--- config.mk ---
export PLATFORM = sky130hd
export DESIGN_NAME = fb_write_arbiter
export DESIGN_NICKNAME = d
export VERILOG_FILES = /design/src/rtl/fb_pkg.sv /design/src/rtl/rr_arb2.sv /design/src/rtl/fb_write_arbiter.sv
export SDC_FILE = /design/constraint.sdc
export NUM_CORES = 1
export LEC_CHECK = 0
export ABC_AREA = 1
export BUFFER_PORTS_ARGS = -buffer_cell sky130_fd_sc_hd__buf_2
export CORE_ASPECT_RATIO = 0.6
export CORE_UTILIZATION = 40
export CTS_BUF_LIST = sky130_fd_sc_hd__clkbuf_16
export DETAILED_ROUTE_END_ITERATION = 10
export GPL_TIMING_DRIVEN = 0
export PLACE_DENSITY = 0.66
export SETUP_SLACK_MARGIN = 0.1
export SKIP_CTS_REPAIR_TIMING = 1
export SLEW_MARGIN = 20
export SYNTH_ARGS = -nofsm -noshare
export SYNTH_HDL_FRONTEND = slang
export SYNTH_SLANG_ARGS = --single-unit
--- constraint.sdc ---
create_clock -name clk -period 1.9 [get_ports clk]
set_clock_uncertainty 0.2 [all_clocks]
set_input_delay 0 -clock clk [delete_from_list [all_inputs] [get_ports clk]]
set_output_delay 0 -clock clk [all_outputs]
set_load 0.01 [all_outputs]
--- src/rtl/fb_pkg.sv ---
// Shared types for the framebuffer write arbiter.
// No logic; enum only.
// No flow control here.
package fb_pkg;

  // Arbiter FSM: serve requesters, fill memory, report fill completion.
  typedef enum logic [1:0] {
    RUN   = 2'd0,
    CLEAR = 2'd1,
    DONE  = 2'd2
  } fb_state_e;

endpackage

--- src/rtl/rr_arb2.sv ---
// Two-way round-robin grant with a "last granted" pointer.
// Grant is combinational (0 cycles); pointer moves one cycle after advance.
// No backpressure of its own; caller qualifies grant into ready.
module rr_arb2 (
  input  logic       clk,
  input  logic       rst_n,
  input  logic [1:0] valid,
  input  logic       advance,
  output logic [1:0] grant
);

  logic last_q;
  logic last_d;

  // On a tie, favour the requester that did not win last; a lone requester always wins.
  always_comb begin
    grant  = valid;
    last_d = last_q;
    if (valid == 2'b11) begin
      grant = last_q ? 2'b01 : 2'b10;
    end
    if (advance) begin
      last_d = grant[1];
    end
  end

  // Pointer starts as "requester 1 last", so requester 0 wins the first tie.
  always_ff @(posedge clk) begin
    if (!rst_n) begin
      last_q <= 1'b1;
    end else begin
      last_q <= last_d;
    end
  end

endmodule

--- src/rtl/fb_write_arbiter.sv ---
// Arbitrates two write requesters onto one memory write port; also fills the memory on request.
// Latency 1: accepted write or fill word appears registered on mem_* the next enabled cycle.
// Readies drop during a fill, while clk_en is low, and on the cycle clear_start is accepted.
module fb_write_arbiter
  import fb_pkg::*;
#(
  parameter int WIDTH = 8,
  parameter int DEPTH = 16,
  localparam int ADDRW = $clog2(DEPTH)
) (
  input  logic             clk,
  input  logic             rst_n,
  input  logic             clk_en,
  input  logic             req0_valid,
  input  logic [ADDRW-1:0] req0_addr,
  input  logic [WIDTH-1:0] req0_data,
  output logic             req0_ready,
  input  logic             req1_valid,
  input  logic [ADDRW-1:0] req1_addr,
  input  logic [WIDTH-1:0] req1_data,
  output logic             req1_ready,
  input  logic             clear_start,
  input  logic [WIDTH-1:0] clear_value,
  output logic             mem_we,
  output logic [ADDRW-1:0] mem_addr,
  output logic [WIDTH-1:0] mem_data,
  output logic             busy,
  output logic             clear_done
);

  localparam logic [ADDRW-1:0] LAST_ADDR = ADDRW'(DEPTH - 1);

  fb_state_e        state_q, state_d;
  logic [ADDRW-1:0] cnt_q, cnt_d;
  logic [WIDTH-1:0] fill_q, fill_d;
  logic             we_q, we_d;
  logic [ADDRW-1:0] addr_q, addr_d;
  logic [WIDTH-1:0] data_q, data_d;

  logic [1:0] grant;
  logic       accept_ok;
  logic       hs0;
  logic       hs1;

  // A clear request in the same cycle wins over both requesters.
  assign accept_ok  = clk_en & (state_q == RUN) & ~clear_start;
  assign req0_ready = grant[0] & accept_ok;
  assign req1_ready = grant[1] & accept_ok;
  assign hs0        = req0_valid & req0_ready;
  assign hs1        = req1_valid & req1_ready;

  rr_arb2 u_arb (
    .clk     (clk),
    .rst_n   (rst_n),
    .valid   ({req1_valid, req0_valid}),
    .advance (hs0 | hs1),
    .grant   (grant)
  );

  assign mem_we     = we_q;
  assign mem_addr   = addr_q;
  assign mem_data   = data_q;
  assign busy       = (state_q != RUN);
  assign clear_done = (state_q == DONE) & clk_en;

  // Next state and next write-port values; with clk_en low everything holds and no write issues.
  always_comb begin
    state_d = state_q;
    cnt_d   = cnt_q;
    fill_d  = fill_q;
    we_d    = 1'b0;
    addr_d  = addr_q;
    data_d  = data_q;
    if (clk_en) begin
      case (state_q)
        RUN: begin
          if (clear_start) begin
            fill_d  = clear_value;
            cnt_d   = '0;
            state_d = CLEAR;
          end else if (hs0) begin
            we_d   = 1'b1;
            addr_d = req0_addr;
            data_d = req0_data;
          end else if (hs1) begin
            we_d   = 1'b1;
            addr_d = req1_addr;
            data_d = req1_data;
          end
        end
        CLEAR: begin
          we_d   = 1'b1;
          addr_d = cnt_q;
          data_d = fill_q;
          // Stop on the last real address so non-power-of-2 depths never overrun.
          if (cnt_q == LAST_ADDR) begin
            state_d = DONE;
          end else begin
            cnt_d = cnt_q + ADDRW'(1);
          end
        end
        DONE: begin
          state_d = RUN;
        end
        default: begin
          state_d = RUN;
        end
      endcase
    end
  end

  // State and registered write port; reset wins over clk_en and aborts any fill.
  always_ff @(posedge clk) begin
    if (!rst_n) begin
      state_q <= RUN;
      cnt_q   <= '0;
      fill_q  <= '0;
      we_q    <= 1'b0;
      addr_q  <= '0;
      data_q  <= '0;
    end else begin
      state_q <= state_d;
      cnt_q   <= cnt_d;
      fill_q  <= fill_d;
      we_q    <= we_d;
      addr_q  <= addr_d;
      data_q  <= data_d;
    end
  end

endmodule

After elaboration in Yosys (flattened, before gate mapping)
Index checks and enable logic that the tools add are counted. W data, S select, Z words.

Equality and inequality tests: 9. Reduce and logical (&&, ||, !) cells: 8. Muxes and demuxes: 20. Add/subtract/negate cells: 1. Bitwise gates (word level): 9.

Operators by type and width (number): $mux W8 (3); $mux W4 (5); $pmux W4 S2 (2); $pmux W8 S2 (1); $mux W2 (4); $ne A2 B2 Y1 const B (4); $reduce_and A4 Y1 (2); $and A1 B1 Y1 (7); $reduce_and A3 Y1 (2); $add A4 B1 Y4 const B (1); $eq A2 B2 Y1 const B (2); $eq A4 B4 Y1 const B (1); $pmux W2 S2 (1); $reduce_bool A2 Y1 (2); $mux W1 (3); $ne A3 B3 Y1 const B (1); $eq A2 B1 Y1 const B (1); $logic_not A2 Y1 (1); $pmux W1 S2 (1); $reduce_and A2 Y1 (1); $not A1 Y1 (1); $or A1 B1 Y1 (1).

Output and inout port bits: 17. Input port bits: 38. Register bits after elaboration: 28. Word-level logic and storage cells: 54.

Logic depth before layout (Yosys ltp)
Gate-level depths: netlist of run 1.

Depth after elaboration: 9. Depth in mapped cells: 10. Depth with buffers taken out: 9.

Modules after synthesis
Synthesis of run 1 repeated with hierarchy kept, for this count alone.

Cells, all modules: 259. Area total of the unflattened synthesis: 1620.3 sq um.

By module, submodules not included: fb_write_arbiter (area each 1557.7 sq um, sequential area each 540.5 sq um, instances 1, cells each 249); rr_arb2 (area each 62.6 sq um, sequential area each 20.0 sq um, instances 1, cells each 10).

Worst setup path before layout of run 1
Ideal clock, no wire load.

Path type: reg2reg. Start: reg state_q[0]. End: reg addr_q[0], in the netlist mem_addr[0]. Data required time: 1586 ps. Clock period less this slack: 1539 ps. Path buffers: 1. Cell stages (with the launch flop): 10. Library setup time: 114 ps. Arrival: 1226 ps. Path slack: 361 ps. Cell sequence: dfxtp_1 > inv_2 > nand2_1 > nor2_1 > nand3_1 > buf_2 > nand2_1 > nand3_1 > a21oi_1 > nor2_1.

Longest elaborated chain between the ends: 8. Elaborated cells on any way between the ends: 15. Classes of those cells: eq/ne: 3; mux: 3; bitwise: 6; reduce/logical: 3.

RTL lines: start, declared (RTL line fb_write_arbiter.sv:33) `fb_state_e state_q, state_d;`; start signal, assigned (RTL line fb_write_arbiter.sv:122) `state_q <= state_d;`; $logic_not A2 Y1 (RTL line fb_write_arbiter.sv:46, fb_write_arbiter.sv:75); $and A1 B1 Y1 (2 in a row) (RTL line fb_write_arbiter.sv:46) `assign accept_ok = clk_en & (state_q == RUN) & ~clear_start;`; $and A1 B1 Y1 (RTL line fb_write_arbiter.sv:47) `assign req0_ready = grant[0] & accept_ok;`; $and A1 B1 Y1 (RTL line fb_write_arbiter.sv:49) `assign hs0 = req0_valid & req0_ready;`; $mux W4 (RTL line fb_write_arbiter.sv:81) `end else if (hs0) begin`; $mux W4 (RTL line fb_write_arbiter.sv:77) `if (clear_start) begin`; $pmux W4 S2 (RTL line fb_write_arbiter.sv:75) `case (state_q)`; end signal, assigned (RTL line fb_write_arbiter.sv:126) `addr_q <= addr_d;`; end, declared (RTL line fb_write_arbiter.sv:37) `logic [ADDRW-1:0] addr_q, addr_d;`.

Parallel ways exist; a longest one is shown, timed or not. The select of a mux whose other input is x is not followed. A chain may end at the register's enable or synchronous reset.

Final worst setup path of run 1
Start: reg state_q[1]. End: out req1_ready.

Longest elaborated chain between the ends: 4.

RTL lines: $logic_not A2 Y1 (RTL line fb_write_arbiter.sv:46); $and A1 B1 Y1 (2 in a row) (RTL line fb_write_arbiter.sv:46); $and A1 B1 Y1 (RTL line fb_write_arbiter.sv:48) `assign req1_ready = grant[1] & accept_ok;`; end, declared (RTL line fb_write_arbiter.sv:21) `output logic req1_ready,`.

No other way between the ends.

==> flow_metrics.py, run 1 <==
metrics = {
    "setup_path": {
        "setup.worst_path.end_class": "primary output",
        "crit_type": "reg -> out",
        "path_cells": "nor2_2 > nand2_2 > nor2_4 > buf_2 > nand2_1 > inv_1 > buf_2",
        "cp_slowest_stage_delay_ns": 0.36,
        "path_depth": 7,
        "cp_data_arrival_time_ns": 1.49,
        "crit_buf_inv": 3,
        "ff2ff_path_depth": 7,
        "cp_max_fo": 10,
        "critPathRequiredTime_ns": 1.70,
        "critical-path-slowest-cell": "dfxtp_2",
        "critPathTopFamily": "simple AND/OR/NAND/NOR gates",
        "cp_common_cell": "buf_2",
        "cp-start-kind": "flip-flop",
    },
    "clock_tree": {
        "cts_buffer_depth": 2,
        "cts_tree": "yes",
        "h-tree-depth": 1,
        "root_buffer": "clkbuf_16",
        "clk_pin_slew_worst_paths_ns": 0.07,
        "clkLatencyLatePin_ns": 0.26,
        "cts_sinks": 28,
        "numCtsBuffers": 3,
    },
    "synthesis": {
        "ys_warn_count": 0,
        "ys_async_sr_fraction_pct": 0,
        "netlist_area_mm2": 0.001579,
        "synth_edf_count": 0,
        "synth.area.top_cells": "dfxtp_1 35%, nand2_1 17%, nor2_1 14%",
        "synth_area_per_cell_um2": 6.027,
        "syn-num-nets": 301,
        "synth_top_flop_cell": "dfxtp_1",
        "yosysSeqAreaShare_pct": 35.50,
        "yosys.cell_types.count": 20,
        "synth_top_area_cell": "dfxtp_1",
        "yosys.area.top_type_share_pct": 35.50,
        "ys_ff_latch": 28,
        "syn_inst": 262,
    },
    "drt": {
        "viasPerCell": 4.582,
        "drt-initial-drc-count": 101,
        "wl_per_cell_um": 11.55,
        "ant_nets": 0,
        "firstDrtPassIters": 4,
        "drcViolationCount": 0,
        "vias": 1764,
        "drt_wl_total_um": 4445,
    },
    "global_routing": {
        "grt_pass1_wl_um": 6713,
        "grt_max_degree": 17,
        "track_usage_pct": 20.48,
        "antenna_found_initial": 0,
        "grt-ovfl-total": 0,
        "grt_pass1_vias": 1414,
    },
    "finish": {
        "nets": 378,
        "syn_to_final_growth_pct": 40.17,
        "final_common_cell": "nand2_1",
        "final_cell_mix": "72 x nand2_1, 57 x buf_2, 54 x nor2_1",
        "layout-drive-gt1-share_pct": 25.74,
        "diodes": 0,
    },
    "floorplanning": {
        "die_x_um": 83.11,
        "ios": 55,
        "rows": 17,
        "die_area_mm2": 0.004211,
        "start_util_pct": 42.42,
        "core_area_mm2": 0.003722,
        "die_h_um": 50.67,
    },
    "run_status": {
        "failed_checks": "hold timing",
        "status": "complete, but fails checks",
    },
    "power": {
        "power.density_mw_per_mm2": 766.0,
        "vdd_ir_drop_max_mv": 0.6727,
        "pwr-share-clk_pct": 37.3,
        "comb_power_share_pct": 23.7,
        "seqPwrFrac_pct": 39.0,
        "sw_frac_of_total_pct": 27.92,
        "switchingPower_w": 0.0004733,
        "p_int_w": 0.001222,
        "power_leakage_nw": 1.198,
    },
    "hold_path": {
        "hold_path.class": "in -> reg",
        "holdPathStages": 5,
    },
    "sta": {
        "setup_violations": 0,
        "rsz0062_at_grt": "yes",
        "hold_viol": 11,
        "drv_slew": 0,
        "worst_slack_ns": 0.2123,
        "period_share_pct": 88.83,
        "worst-slew-pin-transition_ns": 0.4660,
        "hold_ws_ns": -0.04845,
        "tns_ns": 0,
        "relSlewSlack_pct": 68.94,
        "max_freq_mhz": 592.5,
        "post-route-min-period_ns": 1.688,
    },
    "job": {
        "max_cap_violations": 0,
    },
    "placed_design": {
        "place_congestion": 0.8694,
        "hpwlAfterDp_um": 3113,
        "io_buffers": 54,
        "post-place-ws_ns": 0.09232,
    },
}
## state kept, by name, indices dropped and copies added (netlist names)
signal        count
mem_data          8
u_arb.last_q      1
state_q           2
fill_q            8
mem_addr          4
cnt_q             4
mem_we            1
## routing by layer
metal / part of all wire, % / GRT usage, % / wire (µm) / vias up
li1: - / - / - / 958
met3: 8.0 / 4.934 / 355 / 2
met5: 0 / 0 / 0 / -
met4: 0.18 / 2.586 / 8 / 0
met1: 52 / 31.87 / 2327 / 744
met2: 39 / 28.42 / 1754 / 60
## power by group through the flow
stage | combinational (W) | clock (W) | sequential [W]
final | 0.000401 | 0.000633 | 0.000661
after global routing | 0.000452 | 0.000671 | 0.000666
after CTS | 0.000360 | 0.000637 | 0.000660
after detailed placement | 0.000357 | 0 | 0.000673
after global placement | 0.000354 | 0 | 0.000673
after floorplan | 0.000223 | 0 | 0.000681
## logic make-up after synthesis
logic type / share of synthesized area, %
fa+ha+maj: 0.7923
flops: 35.50
compound gates: 6.180
simple gates: 45.96
buf+inv: 11.57
## synth_stat cells, types with 4 or more instances
cell and n:
a21oi_1 7, clkbuf_1 4, o21ai_1 10, inv_1 28, dfxtp_1 28, nand3b_1 11
nand3_1 17, inv_2 7, nor2_1 57, buf_2 5, nand2_1 73
## worst reg2reg max path, cell delays in order (launching register included)
cell     delay, ns
dfxtp_1       0.40
inv_2         0.09
nor2_2        0.32
buf_2         0.29
nand2_1       0.09
nand3_1       0.11
nor2_1        0.06
nor2_1        0.07
## metrics by stage
step                hold slack, ns  area [µm²]  total power (W)  cells  util (%)
floorplan                 -0.06612        1579        0.0009049    262         -
global placement           0.02291        1908         0.001027    363     51.26
detailed placement         0.02925        1908         0.001030    363     51.26
CTS                        -0.2446        2013         0.001657    367     54.08
global route               0.02055        2213         0.001790    385     59.46
finish                    -0.04845        2213         0.001695    385     59.46
## layout make-up
type                       count  area, µm²
buffer                        10      57.56
tap                           47      58.81
clock inverter                 1      30.03
multi-input combinational    189      855.8
timing repair buffer          72      442.9
inverter                      35      131.4
fill                         370       1509
clock buffer                   3      75.07
sequential                    28      561.8
## path summary, 6_finish.rpt
check	startpoint	endpoint	slack (ns)
setup / recovery	state_q[1]	req1_ready	0.21
hold / removal	req1_valid	u_arb.last_q	-0.05
setup reg to reg	state_q[0]	mem_data[4]	0.22
hold reg to reg	u_arb.last_q	u_arb.last_q	0.30
Power figures use the tool's default switching activity.
==> run 2: changes to the inputs <==
--- a/config.mk
+++ b/config.mk
@@ -7,7 +7,6 @@
 export LEC_CHECK = 0
 export ABC_AREA = 1
 export BUFFER_PORTS_ARGS = -buffer_cell sky130_fd_sc_hd__buf_2
-export CORE_ASPECT_RATIO = 0.6
 export CORE_UTILIZATION = 40
 export CTS_BUF_LIST = sky130_fd_sc_hd__clkbuf_16
 export DETAILED_ROUTE_END_ITERATION = 10
==> flow_metrics.py, run 2 (synthesis results as in run 1) <==
metrics = {
    "power": {
        "power.density_mw_per_mm2": 703.7,
        "power_leakage_nw": 1.175,
        "switchingPower_w": 0.0004466,
        "seqPwrFrac_pct": 43.3,
        "vdd_ir_drop_max_mv": 0.3767,
        "pwr-share-clk_pct": 31.4,
        "p_total_w": 0.001528,
        "p_int_w": 0.001081,
        "sw_frac_of_total_pct": 29.24,
        "comb_power_share_pct": 25.4,
    },
    "drt": {
        "wl_per_cell_um": 10.69,
        "ant_nets": 0,
        "viasPerCell": 4.555,
        "drcViolationCount": 0,
        "drt-initial-drc-count": 92,
        "firstDrtPassIters": 5,
        "drt_wl_total_um": 4104,
        "vias": 1749,
    },
    "setup_path": {
        "critical-path-slowest-cell": "dfxtp_2",
        "timing.rr.start": "state_q[1]",
        "worstReg2RegEnd": "mem_data[7]",
        "crit_buf_inv": 3,
        "path_cells": "nor2_1 > nand2_1 > nor2_4 > buf_2 > nand2_1 > inv_1 > buf_2",
        "cp-startpoint": "state_q[1]",
        "critPathRequiredTime_ns": 1.70,
        "cp_data_arrival_time_ns": 1.47,
        "crit_type": "reg -> out",
        "setup.worst_path.end_class": "primary output",
        "critPathTopFamily": "simple AND/OR/NAND/NOR gates",
        "cp_slowest_stage_delay_ns": 0.36,
        "endpoint": "req1_ready",
        "cp_max_fo": 10,
        "path_depth": 7,
        "ff2ff_path_depth": 9,
        "cp-start-kind": "flip-flop",
        "r2r_slack_ns": 0.24,
    },
    "sta": {
        "tns_ns": 0,
        "drv_slew": 0,
        "worst-slew-pin-transition_ns": 0.5462,
        "relSlewSlack_pct": 63.59,
        "worst_slack_ns": 0.2280,
        "rsz0062_at_grt": "yes",
        "setup_violations": 0,
        "hold_viol": 9,
        "period_share_pct": 88.00,
        "post-route-min-period_ns": 1.672,
        "hold_ws_ns": -0.04500,
        "max_freq_mhz": 598.1,
    },
    "placed_design": {
        "placed_cell_area_mm2": 0.001909,
        "post-place-ws_ns": 0.1732,
        "io_buffers": 54,
        "place_congestion": 0.8256,
        "hpwlAfterDp_um": 2877,
    },
    "floorplanning": {
        "start_util_pct": 42.49,
        "die_area_mm2": 0.004203,
        "die_x_um": 64.83,
        "die_h_um": 64.83,
        "ios": 55,
        "core_area_mm2": 0.003716,
        "rows": 22,
    },
    "clock_tree": {
        "cts_tree": "yes",
        "clkLatencyLatePin_ns": 0.26,
        "h-tree-depth": 1,
        "root_buffer": "clkbuf_16",
        "cts_buffer_depth": 2,
        "cts_sinks": 28,
        "numCtsBuffers": 3,
        "clk_pin_slew_worst_paths_ns": 0.07,
    },
    "finish": {
        "layout-drive-gt1-share_pct": 24.40,
        "multiInputGateArea_um2": 855.8,
        "regArea_um2": 561.8,
        "fill_cells": 386,
        "fin_area_mm2": 0.002171,
        "final_cell_mix": "73 x nand2_1, 58 x buf_2, 55 x nor2_1",
        "syn_to_final_growth_pct": 37.48,
        "final_common_cell": "nand2_1",
        "diodes": 0,
        "nets": 376,
    },
    "global_routing": {
        "grt_max_degree": 16,
        "grt_pass1_vias": 1534,
        "track_usage_pct": 20.29,
        "antenna_found_initial": 0,
        "grt_pass1_wl_um": 6617,
        "grt-ovfl-total": 0,
    },
    "run_status": {
        "status": "complete, but fails checks",
        "failed_checks": "hold timing",
    },
    "hold_path": {
        "hold_path.class": "in -> reg",
        "worstHoldStart": "req1_data[1]",
    },
    "job": {
        "max_cap_violations": 0,
    },
}
## run 2: changes by cell type in the layout (fill, tap and decap cells not counted), sizes merged
cell / delta
bufinv: -1
buf: -1
clkbuf: -1
clkinv: +1
## run 2: final cells by class
cell class,count,area share (%)
Multi-Input combinational cell,189,39.42
Sequential cell,28,25.88
Timing Repair Buffer,70,19.71
Inverter,35,6.052
Clock buffer,3,3.458
Tap cell,48,2.767
Buffer,10,2.536
Clock inverter,1,0.1729
## run 2: per-stage QoR
step	util, %	std cells
finish	58.42	384
global route	58.42	384
CTS	53.50	368
detailed placement	51.38	364
global placement	51.38	364
floorplan	-	262
## run 2: tightest hold or removal path, cell delays in order
cell	delay, ns
buf_2	0.07
inv_1	0.03
nand2_1	0.05
nand2_1	0.05
nor2_1	0.08
nor2_1	0.04
nor2_1	0.06
## run 2: metal layers
layer  part of all wire (%)  GRT usage (%)
met1                     49          26.65
met5                      0              0
met4                   0.83          5.000
met3                    4.6          3.521
met2                     46          34.11
## run 2: power by group through the flow
stage,clock network [W],registers [W],logic [W]
2_1_floorplan,0,0.000681,0.000223
3_3_place_gp,0,0.000672,0.000350
3_5_place_dp,0,0.000673,0.000350
4_1_cts,0.000485,0.000660,0.000354
5_1_grt,0.000514,0.000666,0.000441
6_report,0.000479,0.000661,0.000388
## run 2: worst min-delay path by stage
stage          cells past startpoint  slack [ns]            to
2_1_floorplan                      2       -0.07    clear_done
3_3_place_gp                       3        0.02     fill_q[3]
3_5_place_dp                       3        0.03     fill_q[2]
4_1_cts                            3       -0.24     fill_q[4]
5_1_grt                            5       0.003  u_arb.last_q
6_report                           7       -0.05   mem_data[1]
